<file path="config.mk">
export PLATFORM = sky130hd
export DESIGN_NAME = alu_operand_pipe
export DESIGN_NICKNAME = d
export VERILOG_FILES = /design/src/rtl/alu_operand_pipe.sv
export SDC_FILE = /design/constraint.sdc
export NUM_CORES = 1
export LEC_CHECK = 0
export CORE_ASPECT_RATIO = 0.75
export CORE_MARGIN = 4
export CORE_UTILIZATION = 48
export CTS_CLUSTER_DIAMETER = 50
export DETAILED_ROUTE_END_ITERATION = 12
export PLACE_DENSITY = 0.87
export SLEW_MARGIN = 30
export SYNTH_ARGS = -nofsm -noshare
export SYNTH_HDL_FRONTEND = slang
export SYNTH_SLANG_ARGS = --single-unit
</file>
<file path="constraint.sdc">
create_clock -name clk -period 1.5 [get_ports clk]
set_input_delay 0.3 -clock clk [delete_from_list [all_inputs] [get_ports clk]]
set_output_delay 0.3 -clock clk [all_outputs]
set_load 0.01 [all_outputs]
</file>
<file path="src/rtl/alu_operand_pipe.sv">
// Registered ALU operand pre-processing stage: decodes the opcode into adder
// operands and buffers results in a main register plus one skid entry.

module alu_operand_decode #(
  parameter int WIDTH = 4
) (
  input  logic [WIDTH-1:0] a,
  input  logic [WIDTH-1:0] b,
  input  logic [2:0]       op,
  output logic [WIDTH-1:0] amod,
  output logic [WIDTH-1:0] bmod
);
  localparam logic [WIDTH-1:0] ONE = WIDTH'(1);

  always_comb begin
    amod = a;
    bmod = b;
    unique casez (op)
      3'b000: begin amod = '0;  bmod = a;  end
      3'b001: begin amod = ONE; bmod = ~a; end
      3'b010: begin amod = a;   bmod = b;  end
      3'b011: begin amod = ONE; bmod = a;  end
      default: begin amod = a;  bmod = b;  end
    endcase
  end
endmodule

module alu_operand_pipe #(
  parameter int WIDTH = 4
) (
  input  logic             clk,
  input  logic             rst_n,
  input  logic             flush,
  input  logic             in_valid,
  output logic             in_ready,
  input  logic [WIDTH-1:0] A,
  input  logic [WIDTH-1:0] B,
  input  logic [2:0]       Op,
  output logic             out_valid,
  input  logic             out_ready,
  output logic [WIDTH-1:0] AMod,
  output logic [WIDTH-1:0] BMod,
  output logic [2:0]       out_op,
  output logic [1:0]       occupancy
);
  typedef struct packed {
    logic [WIDTH-1:0] amod;
    logic [WIDTH-1:0] bmod;
    logic [2:0]       op;
  } entry_t;

  logic [WIDTH-1:0] dec_amod, dec_bmod;
  entry_t           in_entry, main_q, skid_q;
  logic             main_vld, skid_full;
  logic             accept, main_free;

  alu_operand_decode #(.WIDTH(WIDTH)) u_dec (
    .a   (A),
    .b   (B),
    .op  (Op),
    .amod(dec_amod),
    .bmod(dec_bmod)
  );

  assign in_entry  = '{amod: dec_amod, bmod: dec_bmod, op: Op};
  // in_ready comes straight from the skid flag, so it never sees out_ready.
  assign in_ready  = ~skid_full;
  assign accept    = in_valid & in_ready & ~flush;
  assign main_free = ~main_vld | out_ready;

  always_ff @(posedge clk or negedge rst_n) begin
    if (!rst_n) begin
      main_vld  <= 1'b0;
      skid_full <= 1'b0;
      main_q    <= '0;
      skid_q    <= '0;
    end else if (flush) begin
      // payload registers keep their last values; only the valid state clears
      main_vld  <= 1'b0;
      skid_full <= 1'b0;
    end else if (main_free) begin
      if (skid_full) begin
        main_q   <= skid_q;
        main_vld <= 1'b1;
        if (accept) skid_q    <= in_entry;
        else        skid_full <= 1'b0;
      end else if (accept) begin
        main_q   <= in_entry;
        main_vld <= 1'b1;
      end else begin
        main_vld <= 1'b0;
      end
    end else if (accept) begin
      skid_q    <= in_entry;
      skid_full <= 1'b1;
    end
  end

  assign out_valid = main_vld;
  assign AMod      = main_q.amod;
  assign BMod      = main_q.bmod;
  assign out_op    = main_q.op;
  assign occupancy = {1'b0, main_vld} + {1'b0, skid_full};
endmodule

</file>
### Yosys cells after proc, flatten, opt, wreduce, memory -nomap -nowiden

Cells that the tools add are included.

* register bits: 24
* bits of input ports: 16
* output and inout bits: 15

* $add $sub $neg: 1
* equal/unequal tests: 3
* multiplexer cells: 15
* bitwise logic cells: 7
* reduce and logical (&&, ||, !) cells: 8

Operators with widths (count)
* 2-to-1 mux 11 bit: 5
* one-hot mux 4 bit (2 select lines): 2
* 2-to-1 mux 1 bit: 8
* inverter 4 bit: 1
* nonzero test 2 bit: 2
* OR reduction 2 bit: 2
* equality test 3 x 1 -> 1 bit (second input constant): 1
* equality test 3 x 2 -> 1 bit (second input constant): 1
* zero test 3 bit: 1
* inverter 1 bit: 3
* AND reduction 3 bit: 1
* nonzero test 3 bit: 1
* adder 1 x 1 -> 2 bit: 1
* bitwise AND 1 bit: 2
* inequality test 2 bit (second input constant): 1
* AND reduction 2 bit: 1
* bitwise OR 1 bit: 1

### Logic depth before layout (Yosys ltp)

* depth after elaboration: 7
* mapped depth: 6

### By module

Synthesis repeated with hierarchy kept, for this count alone.

* cells, all modules: 94
* area, all modules: 1277.5 um^2

By module, submodules not included
* alu_operand_pipe: times used 1, cells each 69, area each 1099.8 um^2, sequential area each 600.6 um^2
* alu_operand_decode: times used 1, cells each 25, area each 177.7 um^2, sequential area each 0.0 um^2

### Worst setup path before layout

OpenSTA, ideal clock, no wires.

* path kind: register to register
* start: register main_vld, in the netlist out_valid
* end: register main_q, in the netlist AMod[1]
* arrival time: 1.162 ns
* required time: 1.381 ns
* setup slack: 0.219 ns
* cell stages (with the launch flop): 6
* period minus slack after synthesis: 1.281 ns
* path through: dfrtp_1 > nor2b_2 > nor3_2 > buf_4 > o211ai_1 > o21a_1

* word-level cells in the longest chain between the ends: 3

Ends and longest elaborated chain
* start, declared: line 54 `logic main_vld, skid_full;`
* start signal, assigned: line 73 `main_vld <= 1'b0;`
* start signal, assigned: line 79 `main_vld <= 1'b0;`
* start signal, assigned: line 84 `main_vld <= 1'b1;`
* inverter 1 bit: line 69 `assign main_free = ~main_vld | out_ready;`
* bitwise OR 1 bit: line 69
* AND reduction 3 bit (no source line)
* end signal, assigned: line 83 `main_q <= skid_q;`
* end signal, assigned: line 88 `main_q <= in_entry;`
* end, declared: line 53 `entry_t in_entry, main_q, skid_q;`

No other way between the ends.
A chain may end at the register's enable or synchronous reset.

### Final worst setup path

* start: register main_vld, in the netlist out_valid
* end: output port occupancy[0]

* word-level cells in the longest chain between the ends: 1

Ends and longest elaborated chain
* adder 1 x 1 -> 2 bit: line 103 `assign occupancy = {1'b0, main_vld} + {1'b0, skid_full};`
* end, declared: line 44 `output logic [1:0] occupancy`

No other way between the ends.

==> metrics.csv <==
metric,value,unit
number of distinct library cells after synthesis,27,
Die Wd,66.3,µm
die height,51.7,µm
dominant cells by area after synthesis,"dfrtp_1 (49%), nand2_1 (4.6%), mux2_1 (3.7%)",
DRC,0,
ys flop type,dfrtp_1,
Clock Sinks,24,
io pins,31,
filler instances,192,
CTS max path bufs,2,
largest net degree at the start of global routing,25,
Synth top area share,0.491,
Port Buffer Count,30,
GRT Overall Usage,0.188,
final hold vios,0,
antenna fix cells,0,
Detail Route Antenna Nets,0,
crit-path leading delay family,flip-flops,
Core Footprint,2360,µm²
synth warn,0,
"Cell Area, Synth",1220,µm²
Post-Synthesis Cells,122,
DR vias,1131,
Avg Vias per Cell,5.49,
row cnt,15,
worst vdd ir,0.660,mV
"area leader, netlist",dfrtp_1,
Setup Skew,9.21,ps
die area,3430,µm²
Critical Path RT,1200,ps
Root Buffer,clkbuf_4,
Crit Path Max Fanout,2,
worst stage delay on the critical path,420,ps
Crit-path slowest cell,dfrtp_1,
# Max-Cap Violations,0,
Setup crit end kind,output port,
storage element area,601,µm²
first-pass GRT wire length,4840,µm
syn avg cell area,10.0,µm²
Mapped Nets,139,
worst hold path type,input pin to asynchronous set/reset pin,
first-pass iteration count of the detailed router,4,
GP Congestion,0.832,
"Critical Path, Cell by Cell","ha_1, clkbuf_2",
Fmax,0.684,GHz
"EDFF count, synth",0,
type of element launching the critical path,flip-flop,
placed cell area,1670,µm²
CTS tree,done,
Seq cells post-synth,24,
cts hold-fix bufs,0,
area of the multi-input gates,587,µm²
clock buffers created by TritonCTS,3,
drt initial violations,51,
remaining global-route overflow,0,
DP HPWL,2310,µm
"most common cell after layout, fill and taps aside",dfrtp_1,
"Arr. time, crit path",1160,ps
RSZ-0062 raised after global routing,yes,
static leakage,0.754,nW
fin crit share,0.974,
min cycle time layout,1460,ps
Rel. slew slack,0.722,
insertion delay to the later sink of the worst-skew pair,320,ps
vias in the first global route,1050,
WL final,3160,µm
Nets,190,
Worst-Margin Slew,412,ps
CTS H-tree depth,1,
Pins Over Slew Limit,0,
# setup viols final,0,
status,finished clean,
per-cell routed wire length,15.4,µm
fraction of layout cells with a size suffix above 1,0.250,
clock-pin slew on the worst setup and hold paths,140,ps
antenna violations before repair,0,
asr flop ratio synth,1.00,
post-route cell area,1750,µm²
Cell Pwr Density,1010,nW/µm²
"Seq/Total Area, Yosys",0.491,
Initial Utilization,0.517,
kind of critical path,flip-flop to output port,
Worst Path Buf+Inv,1,
"commonest non-fill, non-tap cells in the layout","dfrtp_1 (24), buf_4 (18), nand2_1 (15)",
area added between synthesis and finish,42.9,%
Fin Hold WS,316,ps
-- worst reg2reg max path, cell delays in order (launching register included) --
cell and delay, ps:
dfrtp_1 410, buf_4 150, buf_6 130, nor2_2 150, nand3_4 140, mux2_1 350
-- flip-flops by register name, summed over array words and instances (netlist names) --
name       flops
out_op         3
BMod           4
AMod           4
skid_full      1
out_valid      1
skid_q        11
-- repair_timing --
action | CTS | global route
endpoints found under the setup margin | 15 | 17
pin swaps | 1 | 1
gates cloned | 0 | 2
buffers inserted | 1 | 1
resized for setup | 22 | 12
-- Yosys cell counts, types with 3 or more instances --
library cell  instances
nor3_1                5
a21oi_1               7
o211ai_1              3
nand2_1              15
o22ai_1               4
o21a_1                3
nor2_1                7
dfrtp_1              24
o221ai_1              4
o21ai_0               3
xor2_1                4
mux2_1                4
nor2_2                3
o21ai_1               8
a31oi_1               4
buf_2                 3
a21oi_2               3
buf_4                 3
mux2i_1               4
-- cell type report --
class | instances | area share
flip-flops and latches | 24 | 0.343
multi-input cells | 88 | 0.335
repair buffers | 54 | 0.263
well taps | 34 | 0.0243
clock inverters | 1 | 0.0172
clock buffers | 3 | 0.0129
inverters | 2 | 0.00429
-- where the power goes --
group | total, mW | internal, mW | switching [mW]
clock | 0.472 | 0.270 | 0.202
sequential | 0.836 | 0.771 | 0.0644
combinational | 0.450 | 0.229 | 0.221
total | 1.76 | 1.27 | 0.487
-- final timing paths --
check,startpoint,endpoint,slack (ps),cells after the start
worst max-delay path,out_valid,occupancy[0],40,2
worst min-delay path,rst_n,out_op[2],320,2
worst max register to register,skid_full,skid_q[7],60,5
worst min register to register,AMod[3],AMod[3],500,1
max in group asynchronous,rst_n,out_op[1],940,2
min in group clk,Op[1],skid_q[1],460,3
-- cell families (layout without fill, tap and decap cells) --
group,after synthesis,count (layout),synth area share
buf+inv,10,60,0.0491
mux,8,8,0.0695
fa+ha+maj,1,1,0.0102
xor+xnor,4,4,0.0286
flops,24,24,0.491
simple gates,36,36,0.150
compound gates,39,39,0.201
-- routing by layer --
| layer | wire (µm) | global-route usage | up-vias | part of all wire |
|---|---|---|---|---|
| met2 | 1570 | 0.306 | 37 | 0.50 |
| met4 | 29 | 0.0608 | 0 | 0.0092 |
| met5 | 0 | 0 | - | 0 |
| li1 | - | - | 537 | - |
| met1 | 1420 | 0.240 | 553 | 0.45 |
| met3 | 146 | 0.0540 | 4 | 0.046 |
-- through the flow --
| stage | setup WS, ps | setup TNS (ps) | power [mW] | std cells | utilization |
|---|---|---|---|---|---|
| after floorplan | 219 | 0 | 1.06 | 122 | - |
| after global placement | -164 | -1510 | 1.30 | 199 | 0.707 |
| after detailed placement | -298 | -2900 | 1.33 | 199 | 0.707 |
| after CTS | -68.3 | -120 | 1.76 | 204 | 0.725 |
| after global routing | -19.4 | -19.4 | 1.85 | 206 | 0.740 |
| final | 38.3 | 0 | 1.76 | 206 | 0.740 |
(Power assumes the default switching activity.)
